[src/rtl/packet_scheduler_pkg.sv]
// Shared types and island timing constants for the HDMI data-island packet scheduler.
package my_types;

   typedef enum logic [2:0] {
      IDLE,
      PREAMBLE,
      LEAD_GUARD,
      PACKET,
      TRAIL_GUARD
   } PktSchedState;

   localparam int PREAMBLE_LEN    = 8;
   localparam int GUARD_LEN       = 2;
   localparam int PACKET_LEN      = 32;
   localparam int ISLAND_OVERHEAD = 12;
   localparam int MIN_WINDOW      = ISLAND_OVERHEAD + PACKET_LEN;

endpackage

[src/rtl/packet_scheduler_arbiter.sv]
// Packet-slot arbiter: one-hot grant from level requests.
// PKT_SCHED_RR_EN selects round-robin from pointer; otherwise fixed priority (index 0 wins).
module pkt_arbiter
   import my_types::*;
#(
   parameter int NUM_REQ = 4
) (
   input  logic [NUM_REQ-1:0] req,
`ifdef PKT_SCHED_RR_EN
   input  logic [((NUM_REQ > 1) ? $clog2(NUM_REQ) : 1)-1:0] pointer,
`endif
   output logic [NUM_REQ-1:0] grant,
   output logic               valid
);

`ifdef PKT_SCHED_RR_EN
   logic [NUM_REQ-1:0] masked;
   logic [NUM_REQ-1:0] pick;

   // Requests at or above the pointer win first; otherwise wrap to the lowest requester.
   always_comb begin
      masked = req & ({NUM_REQ{1'b1}} << pointer);
      pick   = (|masked) ? masked : req;
      grant  = pick & (~pick + NUM_REQ'(1));
      valid  = |req;
   end
`else
   always_comb begin
      grant = req & (~req + NUM_REQ'(1));
      valid = |req;
   end
`endif

endmodule

[src/rtl/packet_scheduler.sv]
// HDMI data-island scheduler: preamble, guards, 32-cycle packet slots and per-slot source grant.
// Define PKT_SCHED_RR_EN for round-robin arbitration; default build is fixed priority.
module packet_scheduler
   import my_types::*;
#(
   parameter int NUM_REQ  = 4,
   parameter int MAX_PKTS = 18
) (
   input  logic               clock,
   input  logic               reset,
   input  logic               island_open,
   input  logic [11:0]        window_cycles,
   input  logic [NUM_REQ-1:0] req,
   output logic [NUM_REQ-1:0] grant,
   output logic               pkt_start,
   output logic               null_pkt,
   output logic [4:0]         pkt_cycle,
   output logic               data_preamble,
   output logic               data_guard,
   output logic               data_period,
   output logic               busy
);

   PktSchedState       state_reg, state_next;
   logic [4:0]         cnt_reg, cnt_next;
   logic [4:0]         slots_reg, slots_next;
   logic [4:0]         used_reg, used_next;
   logic [NUM_REQ-1:0] grant_reg, grant_next;
   logic               null_reg, null_next;
   logic [NUM_REQ-1:0] arb_grant;
   logic               arb_valid;
   logic               pkt_go;
   logic [11:0]        budget;
   logic [4:0]         slots_calc;
   logic               start_island;

`ifdef PKT_SCHED_RR_EN
   localparam int PTR_W = (NUM_REQ > 1) ? $clog2(NUM_REQ) : 1;
   logic [PTR_W-1:0] ptr_reg;
   logic [PTR_W-1:0] grant_idx;

   pkt_arbiter #(.NUM_REQ(NUM_REQ)) u_arbiter (
      .req     (req),
      .pointer (ptr_reg),
      .grant   (arb_grant),
      .valid   (arb_valid)
   );

   always_comb begin
      grant_idx = '0;
      for (int i = 0; i < NUM_REQ; i++) begin
         if (arb_grant[i]) grant_idx = PTR_W'(i);
      end
   end

   // Null packets leave the pointer where it is.
   always_ff @(posedge clock) begin
      if (reset) begin
         ptr_reg <= '0;
      end else if (pkt_go && arb_valid) begin
         ptr_reg <= (grant_idx == PTR_W'(NUM_REQ - 1)) ? '0 : grant_idx + PTR_W'(1);
      end
   end
`else
   pkt_arbiter #(.NUM_REQ(NUM_REQ)) u_arbiter (
      .req   (req),
      .grant (arb_grant),
      .valid (arb_valid)
   );
`endif

   always_comb begin
      budget       = (window_cycles - 12'(ISLAND_OVERHEAD)) >> $clog2(PACKET_LEN);
      slots_calc   = 5'((budget > 12'(MAX_PKTS)) ? 12'(MAX_PKTS) : budget);
      start_island = island_open && (window_cycles >= 12'(MIN_WINDOW))
                     && (slots_calc != '0) && (req != '0);
   end

   always_comb begin
      state_next = state_reg;
      cnt_next   = cnt_reg + 5'd1;
      slots_next = slots_reg;
      used_next  = used_reg;
      grant_next = '0;
      null_next  = null_reg;
      pkt_go     = 1'b0;
      case (state_reg)
         IDLE: begin
            cnt_next  = '0;
            null_next = 1'b0;
            if (start_island) begin
               state_next = PREAMBLE;
               slots_next = slots_calc;
               used_next  = '0;
            end
         end
         PREAMBLE: begin
            if (cnt_reg == 5'(PREAMBLE_LEN - 1)) begin
               cnt_next   = '0;
               state_next = LEAD_GUARD;
            end
         end
         LEAD_GUARD: begin
            if (cnt_reg == 5'(GUARD_LEN - 1)) begin
               cnt_next   = '0;
               state_next = PACKET;
               pkt_go     = 1'b1;
            end
         end
         PACKET: begin
            // used_reg already counts the packet now ending.
            if (cnt_reg == 5'(PACKET_LEN - 1)) begin
               cnt_next = '0;
               if ((used_reg >= slots_reg) || (req == '0)) begin
                  state_next = TRAIL_GUARD;
               end else begin
                  pkt_go = 1'b1;
               end
            end
         end
         TRAIL_GUARD: begin
            if (cnt_reg == 5'(GUARD_LEN - 1)) begin
               cnt_next   = '0;
               state_next = IDLE;
            end
         end
         default: begin
            state_next = IDLE;
            cnt_next   = '0;
         end
      endcase
      if (pkt_go) begin
         grant_next = arb_grant;
         null_next  = !arb_valid;
         used_next  = used_reg + 5'd1;
      end
   end

   always_ff @(posedge clock) begin
      if (reset) begin
         state_reg <= IDLE;
         cnt_reg   <= '0;
         slots_reg <= '0;
         used_reg  <= '0;
         grant_reg <= '0;
         null_reg  <= 1'b0;
      end else begin
         state_reg <= state_next;
         cnt_reg   <= cnt_next;
         slots_reg <= slots_next;
         used_reg  <= used_next;
         grant_reg <= grant_next;
         null_reg  <= null_next;
      end
   end

   always_comb begin
      data_preamble = (state_reg == PREAMBLE);
      data_guard    = (state_reg == LEAD_GUARD) || (state_reg == TRAIL_GUARD);
      data_period   = (state_reg == PACKET);
      busy          = data_preamble || data_guard || data_period;
      pkt_start     = data_period && (cnt_reg == '0);
      pkt_cycle     = data_period ? cnt_reg : '0;
      null_pkt      = data_period && null_reg;
      grant         = grant_reg;
   end

endmodule
[config.mk]
export PLATFORM = sky130hd
export DESIGN_NAME = packet_scheduler
export DESIGN_NICKNAME = d
export VERILOG_FILES = /design/src/rtl/packet_scheduler_pkg.sv /design/src/rtl/packet_scheduler_arbiter.sv /design/src/rtl/packet_scheduler.sv
export SDC_FILE = /design/constraint.sdc
export NUM_CORES = 1
export LEC_CHECK = 0
export ABC_CLOCK_PERIOD_IN_PS = 2800
export CAP_MARGIN = 20
export CORE_ASPECT_RATIO = 1.1
export CORE_UTILIZATION = 52
export CTS_BUF_LIST = sky130_fd_sc_hd__clkbuf_8
export CTS_CLUSTER_SIZE = 10
export DETAILED_ROUTE_END_ITERATION = 6
export PLACE_DENSITY = 0.82
export SKIP_LAST_GASP = 1
export SYNTH_ARGS = -nofsm -noshare
export SYNTH_HDL_FRONTEND = slang
export SYNTH_HIERARCHICAL = 1
export SYNTH_SLANG_ARGS = --single-unit
export TNS_END_PERCENT = 10
[constraint.sdc]
create_clock -name clock -period 2.8 [get_ports clock]
set_input_delay 0.56 -clock clock [delete_from_list [all_inputs] [get_ports clock]]
set_output_delay 0.56 -clock clock [all_outputs]
set_load 0.02 [all_outputs]
### After elaboration in Yosys (flattened, before gate mapping)

Cells that the tools add are included.

| cells by class | value |
|---|---|
| equal/unequal tests | 13 |
| multiply operators | 0 |
| shifts and indexed selects | 0 |
| divide/modulo/power cells | 0 |
| multiplexer cells | 22 |
| $add $sub $neg | 4 |
| bitwise logic cells | 3 |
| reduce and logical (&&, ||, !) cells | 23 |
| magnitude comparators | 3 |

Operators by type and width:

| cell | number |
|---|---|
| 5-bit 2-to-1 mux | 8 |
| 3-bit 2-to-1 mux | 6 |
| 3-bit case mux with 5 select lines | 1 |
| 5-bit case mux with 3 select lines | 1 |
| 12-bit by 6-bit greater-or-equal comparator with 1-bit output, second input constant | 1 |
| 12-bit by 4-bit subtractor with 12-bit output, second input constant | 1 |
| 5-bit by 1-bit adder with 5-bit output, second input constant | 2 |
| 7-bit by 5-bit greater-than comparator with 1-bit output, second input constant | 1 |
| 3-bit by 2-bit equality test with 1-bit output, second input constant | 2 |
| 2-bit by 1-bit != test with 1-bit output, second input constant | 3 |
| 2-bit != test, second input constant | 3 |
| 6-bit AND reduction | 1 |
| 5-bit by 1-bit equality test with 1-bit output, second input constant | 1 |
| 5-bit by 3-bit equality test with 1-bit output, second input constant | 1 |
| 5-bit equality test, second input constant | 1 |
| 5-bit greater-or-equal comparator | 1 |
| 1-bit logical AND | 5 |
| 5-bit logical NOT | 1 |
| 1-bit 2-to-1 mux | 5 |
| 5-bit nonzero test | 1 |
| 4-bit by 1-bit adder with 4-bit output, second input constant | 1 |
| 4-bit bitwise AND | 1 |
| 4-bit logical NOT | 1 |
| 1-bit logical OR | 4 |
| 12 further kinds | 15 |

| word-level totals | value |
|---|---|
| input port bits | 19 |
| memory bits (read-only) | 0 |
| word-level logic and storage cells | 74 |
| output and inout bits | 15 |
| memory bits (writable) | 0 |
| memories | 0 |
| bits in latches | 0 |
| bits in registers | 23 |

### Logic depth before layout (Yosys ltp)

Gate-level depths: netlist (run 1).

| logic depth | value |
|---|---|
| depth after elaboration | 9 |
| gate-level depth with buffers | 9 |
| mapped depth without buffers | 8 |

### Modules after synthesis

The synthesis (run 1) kept the hierarchy.

Modules (own cells, without submodules):

| module | seq. area each (µm²) | cells an instance | area an instance (µm²) | times used |
|---|---|---|---|---|
| packet_scheduler | 460.4 | 175 | 1,531.5 | 1 |
| pkt_arbiter | 0.0 | 5 | 40.0 | 1 |

### Least setup slack after synthesis (run 1)

OpenSTA, ideal clock, no wires.

| timing | value |
|---|---|
| path type | register to register |
| from | register used_reg[0] |
| to | register used_reg[2] |
| stages on the path, launching flop included | 9 |
| required time | 2.684 ns |
| setup slack | 0.748 ns |
| data arrival time | 1.936 ns |
| setup time | 0.116 ns |
| path buffers | 1 |
| path through | dfxtp_1 > inv_1 > ha_1 > nand2b_1 > a2111oi_2 > o211ai_2 > and2_4 > buf_6 > a41o_1 |

| on the way | value |
|---|---|
| longest elaborated chain between the ends | 7 |
| elaborated cells on any way between the ends | 10 |
| those cells by class | add/sub (1); order compare (1); mux (4); reduce/logical (4) |

RTL lines:

| element | RTL line | RTL |
|---|---|---|
| start: declaration | packet_scheduler.sv:27 | `logic [4:0] used_reg, used_next;` |
| start signal: assignment | packet_scheduler.sv:151 | `used_reg <= used_next;` |
| 5-bit greater-or-equal comparator | packet_scheduler.sv:114 | `if ((used_reg >= slots_reg) \|\| (req == '0)) begin` |
| 1-bit logical OR | packet_scheduler.sv:114 |  |
| 1-bit 2-to-1 mux | packet_scheduler.sv:114 |  |
| 1-bit 2-to-1 mux | packet_scheduler.sv:112 | `if (cnt_reg == 5'(PACKET_LEN - 1)) begin` |
| 1-bit case mux with 2 select lines | packet_scheduler.sv:87 | `case (state_reg)` |
| 2-bit nonzero test (no source line) | n/a |  |
| 2-bit AND reduction (no source line) | n/a |  |

Parallel ways exist; a longest one is shown, timed or not.
A chain may end at the register's enable or synchronous reset.

### Worst setup path in the final report (run 1)

| timing | value |
|---|---|
| from | register state_reg[0] |
| to | output pkt_start |

| on the way | value |
|---|---|
| longest elaborated chain between the ends | 2 |

RTL lines:

| element | RTL line | RTL |
|---|---|---|
| start: declaration | packet_scheduler.sv:24 | `PktSchedState state_reg, state_next;` |
| start signal: assignment | packet_scheduler.sv:148 | `state_reg <= state_next;` |
| 3-bit by 2-bit equality test with 1-bit output | packet_scheduler.sv:160 | `data_period = (state_reg == PACKET);` |
| 1-bit logical AND | packet_scheduler.sv:162 | `pkt_start = data_period && (cnt_reg == '0);` |
| end: declaration | packet_scheduler.sv:15 | `output logic pkt_start,` |

No other way between the ends.

==> summary.md, run 1 <==
| Metric | Value |
|---|---|
| Status | complete, no violations |
| Drt pass-1 iters | 4 |
| Largest net degree at the start of global routing | 17 |
| Final setup TNS | 0 ps |
| First DRT Iteration DRCs | 50 |
| Top-count cell post-synth | dfxtp_1 |
| Async SR Flop Fraction | 0% |
| Max-cap violation count | 0 |
| Final min period | around 2600 ps |
| Layout cells sized above 1 | 10.6% |
| Vias in the first global route | 1,271 |
| Sink Count | 23 |
| Post-route cell area | slightly below 2000 um2 |
| Final worst-path cycle share | 94.4% |
| Chip Height | 59.7 um |
| # hold bufs at CTS | 0 |
| Cells after Synth | 180 |
| Startpoint types | register |
| Number of synthesized flops with an enable pin | 0 |
| Final net count | 237 |
| Main synth FF type | dfxtp_1 |
| Port buffer count | 31 |
| Area grow syn2layout | 22.5% |
| Htree depth | 1 |
| Power Dens Cells | around 500 nW/um2 |
| Root buffer cell | clkbuf_8 |
| Reg clk slew, reported paths | around 80 ps |
| Synth Register Bits | 23 |
| Post-DRT Antenna Nets | 0 |
| Synth area leader | dfxtp_1 |
| CTS Buffer Depth | 2 |
| Starting density of the core | between 50% and 60% |
| Synth area leaders | dfxtp_1 29%, ha_1 8.0%, nor3b_2 4.0% |
| WP data arrival | around 2100 ps |
| Crit path kind | reg2out |
| Met3 GRT Util | under 10% |
| Post-detail-place hpwl | between 2000 and 3000 um |
| Avg WL per Cell | 14.2 um |
| Least-Margin Pin Slew | roughly 480 ps |
| Total number of vias | ~1,400 |
| Avg Cell Area, Syn | slightly below 9 um2 |
| Worst-path maximum fanout | 12 |
| Relative slew slack | roughly two thirds |
| Core area | about 2800 um2 |
| RSZ-0062 raised after global routing | no |
| Clock buffer count from CTS | 3 |
| Grt ovf | 0 |
| Post-cts sizing count | 0 |
| Io pins | 34 |
| First-pass GRT wire length | approximately 5500 um |
| Die Wd | between 50 and 60 um |
| Rows | 20 |
| Routability Congestion | between 0.7 and 0.8 |
| P_leak | ~0.73 nW |
| Initial antenna violation count | 0 |
| Postcts setup bufs | 0 |
| Worst Hold Class | reg2reg |
| Placed cell areas | approximately 1900 um2 |
| GR met1 Demand/Resource | a little over a quarter |
| Fin. Hold Viols | 0 |
| Final WL | 3400 um |
| # diodes | 0 |
| PnR worst setup slack | 158 ps |
| Cell area after synthesis | 1570 um2 |
| Final Setup Violations | 0 |
| Post-synth top cells | 23 x dfxtp_1, 13 x inv_1, 13 x nand2_1 |
| Fmax | 0.378 GHz |
| IR drop worst, VDD | about 0.34 mV |
| Syn. warnings | 6 |
| Share of the yosys chip area belonging to registers | between 20% and 30% |
| Setup crit end kind | output port |
| DRC viols | 0 |
| Pins Over Slew Limit | 0 |
| Worst slack at placement | approximately 410 ps |
| Top cell type's share of synthesized area | 29.3% |
| Gr usage total | 23.3% |
| Syn nets | ~210 |
| Busiest grt layer | met2 |
| GR Util met2 | 41.1% |
| CTS tree | yes |
| Vias per std cell | 6.03 |
| Die area | ~3200 um2 |
| Synth cell types | 57 |
| CP required | ~2200 ps |
| Worst skew pair latency | 270 ps |
| Clock Skew | 0.991 ps |
power by group:
part,total [mW],internal (mW),switching [mW]
clock,0.212,0.0996,0.113
sequential,0.392,0.349,0.0429
combinational,0.352,0.161,0.190
cells in the final DEF (no fill, tap or decap), types with 3 or more instances in the layout:
cell	n
and2_1	8
nand3_1	8
xnor2_1	6
clkdlybuf4s50_1	31
clkbuf_8	3
nor3_1	5
nand2_1	13
and3_1	5
nor2_1	8
o21ai_0	5
dfxtp_1	23
nand2b_1	5
a41o_1	3
nor3b_2	5
inv_1	13
ha_1	10
a21oi_1	4
per-stage QoR:
stage / utilization (%) / hold slack [ps] / power [mW] / cells
CTS: 68.1 / 484 / 0.961 / 240
finish: 68.1 / 477 / 0.956 / 240
global route: 68.1 / 509 / 1.01 / 240
global placement: 66.5 / 456 / 0.733 / 236
floorplan: - / 436 / 0.633 / 180
detailed placement: 66.5 / 474 / 0.748 / 236
kinds of logic after synthesis:
| logic type | synth area share, % |
|---|---|
| and+or+nand+nor | 32.2 |
| AOI/OAI and AO/OA | 19.7 |
| adders and majority gates | 7.96 |
| buffers and inverters | 6.37 |
| xor gates and xnor gates | 4.46 |
| DFF | 29.3 |
critical path, stage by stage, from the launching register on:
cell and delay (ps):
dfxtp_1 600, and3b_1 410, and3_1 200, clkdlybuf4s50_1 610
routing by layer:
| metal | part of all wire [%] | vias up | wire length (um) |
|---|---|---|---|
| li1 | - | 710 | - |
| met1 | 43 | 672 | 1480 |
| met2 | 50 | 57 | 1690 |
| met3 | 4.8 | 7 | 164 |
| met4 | 1.9 | 0 | 65 |
| met5 | 0 | - | 0 |
worst paths after layout:
kind | startpoint | endpoint | slack [ps] | cells after the start
setup / recovery | state_reg[0] | pkt_start | 160 | 3
hold / removal | slots_reg[0] | slots_reg[0] | 480 | 2
setup reg to reg | used_reg[0] | used_reg[4] | 570 | 7
hold reg to reg | slots_reg[0] | slots_reg[0] | 480 | 2
final cells by class:
cell class	instances	area, um2
multi-input combinational	135	1010
fill	245	902
sequential	23	460
timing repair buffer	32	318
inverter	13	48.8
clock buffer	3	41.3
tap	33	41.3
clock inverter	1	5.00
(Power assumes the default switching activity.)
==> inputs of run 2 (changes only) <==
--- a/config.mk
+++ b/config.mk
@@ -13,9 +13,9 @@
 export CTS_CLUSTER_SIZE = 10
 export DETAILED_ROUTE_END_ITERATION = 6
 export PLACE_DENSITY = 0.82
+export RECOVER_POWER = 50
 export SKIP_LAST_GASP = 1
 export SYNTH_ARGS = -nofsm -noshare
 export SYNTH_HDL_FRONTEND = slang
-export SYNTH_HIERARCHICAL = 1
 export SYNTH_SLANG_ARGS = --single-unit
 export TNS_END_PERCENT = 10
==> summary.md, run 2 <==
| Metric | Value |
|---|---|
| Pins Over Slew Limit | 0 |
| Non-Filler Instances | around 250 |
| Gr usage total | approximately a quarter |
| Commonest non-fill, non-tap cell in the layout | clkdlybuf4s50_1 |
| Synth area leaders | dfxtp_1 30%, ha_1 8.3%, nor2_1 3.2% |
| WP data arrival | between 2000 and 2500 ps |
| Grt ovf | 0 |
| Layout cells sized above 1 | 11.2% |
| CP Buf/Inv Count | 3 |
| Relative slew slack | roughly 66% |
| Worst-path maximum fanout | 11 |
| Sink Count | 23 |
| Postcts setup bufs | 0 |
| First-pass GRT wire length | about 5600 um |
| Fin. Hold Viols | 0 |
| RSZ-0062 raised after global routing | no |
| Min-delay src | null_reg |
| FF+latch area | 460 um2 |
| Crit path kind | reg2out |
| P_leak | ~0.75 nW |
| Power Dens Cells | between 300 and 400 nW/um2 |
| Cell area after synthesis | 1520 um2 |
| Fillers | ~240 |
| CTS Buffer Depth | 2 |
| Async SR Flop Fraction | 0% |
| Avg WL per Cell | approximately 14 um |
| Final net count | roughly 250 |
| Post-detail-place hpwl | ~2700 um |
| Main synth FF type | dfxtp_1 |
| Total number of vias | between 1,000 and 1,500 |
| Post-cts sizing count | 0 |
| Critical path cell sequence | inv_1 -> nor3b_1 -> buf_4 -> and4b_2 -> clkdlybuf4s50_1 |
| Root buffer cell | clkbuf_8 |
| Chip Height | slightly below 60 um |
| Vias in the first global route | between 1,000 and 1,500 |
| Met1 Wirelength | around 1300 um |
| Post-synth top cells | 23 x dfxtp_1, 13 x nor2_1, 12 x nand2_1 |
| Top cell type's share of synthesized area | slightly above 30% |
| Die area | 3140 um2 |
| Post-route cell area | ~1900 um2 |
| # hold bufs at CTS | 0 |
| Routability Congestion | between 0.8 and 0.9 |
| Least-Margin Pin Slew | 509 ps |
| Reg power frac | 51.1% |
| CP delay by family, top | buffers and inverters |
| Internal power | 0.492 mW |
| DRC viols | 0 |
| Switch Pwr | approximately 0.17 mW |
| Startpoint types | register |
| Reg clk slew, reported paths | about 80 ps |
| Starting density of the core | a little over half |
| Port buffer count | 31 |
| R2R Path Start | cnt_reg[0] |
| Post-Place Cells | roughly 240 |
| Sw frac | around 26% |
| Met2 wire len | between 1500 and 2000 um |
| Final WL | approximately 3400 um |
| Crit. Startpoint | state_reg[0] |
| Synth cell types | 55 |
| Drt pass-1 iters | 4 |
| IR drop worst, VDD | 0.249 mV |
| Final worst-path cycle share | between 90% and 100% |
| CTS tree | yes |
| Area of the multi-input gates | ~950 um2 |
| Worst skew pair latency | between 200 and 300 ps |
| Initial antenna violation count | 0 |
| Clock Skew | 2.51 ps |
| Largest net degree at the start of global routing | 18 |
| Number of synthesized flops with an enable pin | 0 |
| Io pins | 34 |
| Final min period | around 2700 ps |
| Area grow syn2layout | 25.7% |
| Rows | 20 |
| Share of the yosys chip area belonging to registers | 30.4% |
| Clock Power Share | between 30% and 40% |
| Syn. warnings | 0 |
| Syn nets | between 200 and 250 |
| Die Wd | ~53 um |
| Avg Cell Area, Syn | around 8.4 um2 |
| Post-DRT Antenna Nets | 0 |
| Placed cell areas | roughly 1900 um2 |
| Synth Register Bits | 23 |
| Most frequent cells in the layout | 24 x clkdlybuf4s50_1, 23 x dfxtp_1, 13 x nor2_1 |
| Comb power frac | ~18% |
| Core area | 2780 um2 |
| Post-layout util | between 60 and 70% |
| Slowest stage cell, crit path | clkdlybuf4s50_1 |
| Cells after Synth | 180 |
| Highest metal used | met4 |
| Critical path's largest stage delay | roughly 590 ps |
| # diodes | 0 |
| Worst Hold Class | reg2reg |
| Final Setup Violations | 0 |
| Clock buffer count from CTS | 3 |
| Design Power | about 0.66 mW |
| Fmax | ~0.38 GHz |
| CP required | around 2200 ps |
| Top-count cell post-synth | dfxtp_1 |
| Vias per std cell | roughly 6 |
| Setup crit end kind | output port |
| Htree depth | 1 |
| First DRT Iteration DRCs | 47 |
| Synth area leader | dfxtp_1 |
| Status | complete, no violations |
| Max-cap violation count | 0 |
| DR WL met3 | ~120 um |
run 2: layer usage:
metal  GRT usage, %  vias to the layer above
li1               -                      730
met4           8.65                        0
met1           25.5                      702
met2           46.3                       36
met3           3.62                        4
met5              0                        -
run 2: final timing paths:
check / to / slack (ps) / cells after the start
worst min register to register: null_reg / 500 / 2
worst min-delay path: null_reg / 500 / 2
worst max-delay path: pkt_start / 140 / 5
worst max register to register: used_reg[4] / 310 / 9
run 2: power groups by stage:
| stage | clock network, mW | registers, mW | logic [mW] |
|---|---|---|---|
| 3_5_place_dp | 0 | 0.347 | 0.121 |
| 3_3_place_gp | 0 | 0.347 | 0.117 |
| 4_1_cts | 0.205 | 0.339 | 0.122 |
| 2_1_floorplan | 0 | 0.343 | 0.0736 |
| 6_report | 0.204 | 0.339 | 0.120 |
| 5_1_grt | 0.227 | 0.341 | 0.131 |
run 2: metrics by stage:
step           hold WS, ps  setup slack, ps  setup TNS (ps)
6_report               501              141               0
5_1_grt                515             41.0               0
4_1_cts                487              140               0
3_5_place_dp           472             -118            -340
3_3_place_gp           466            -14.9           -14.9
2_1_floorplan          446              440               0
run 2: logic make-up (layout without fill, tap and decap cells):
| logic type | after synthesis | after routing | synth area share (%) |
|---|---|---|---|
| muxes | 1 | 1 | 0.660 |
| DFF | 23 | 23 | 30.4 |
| xor gates and xnor gates | 7 | 7 | 4.04 |
| buffers and inverters | 19 | 54 | 6.85 |
| adders and majority gates | 10 | 10 | 8.25 |
| AOI/OAI and AO/OA | 43 | 43 | 20.5 |
| and+or+nand+nor | 77 | 77 | 29.3 |
run 2: area by class of cell:
class	instances	share of cell area (%)
inverter	10	1.97
multi-input combinational	138	49.7
clock inverter	1	0.262
tap	33	2.17
sequential	23	24.1
clock buffer	3	2.17
timing repair buffer	40	19.6
run 2: tightest hold or removal path, cell delays in order, from the launching register on:
cell and delay [ps]:
dfxtp_1 330, nand4_1 70, a21oi_1 60
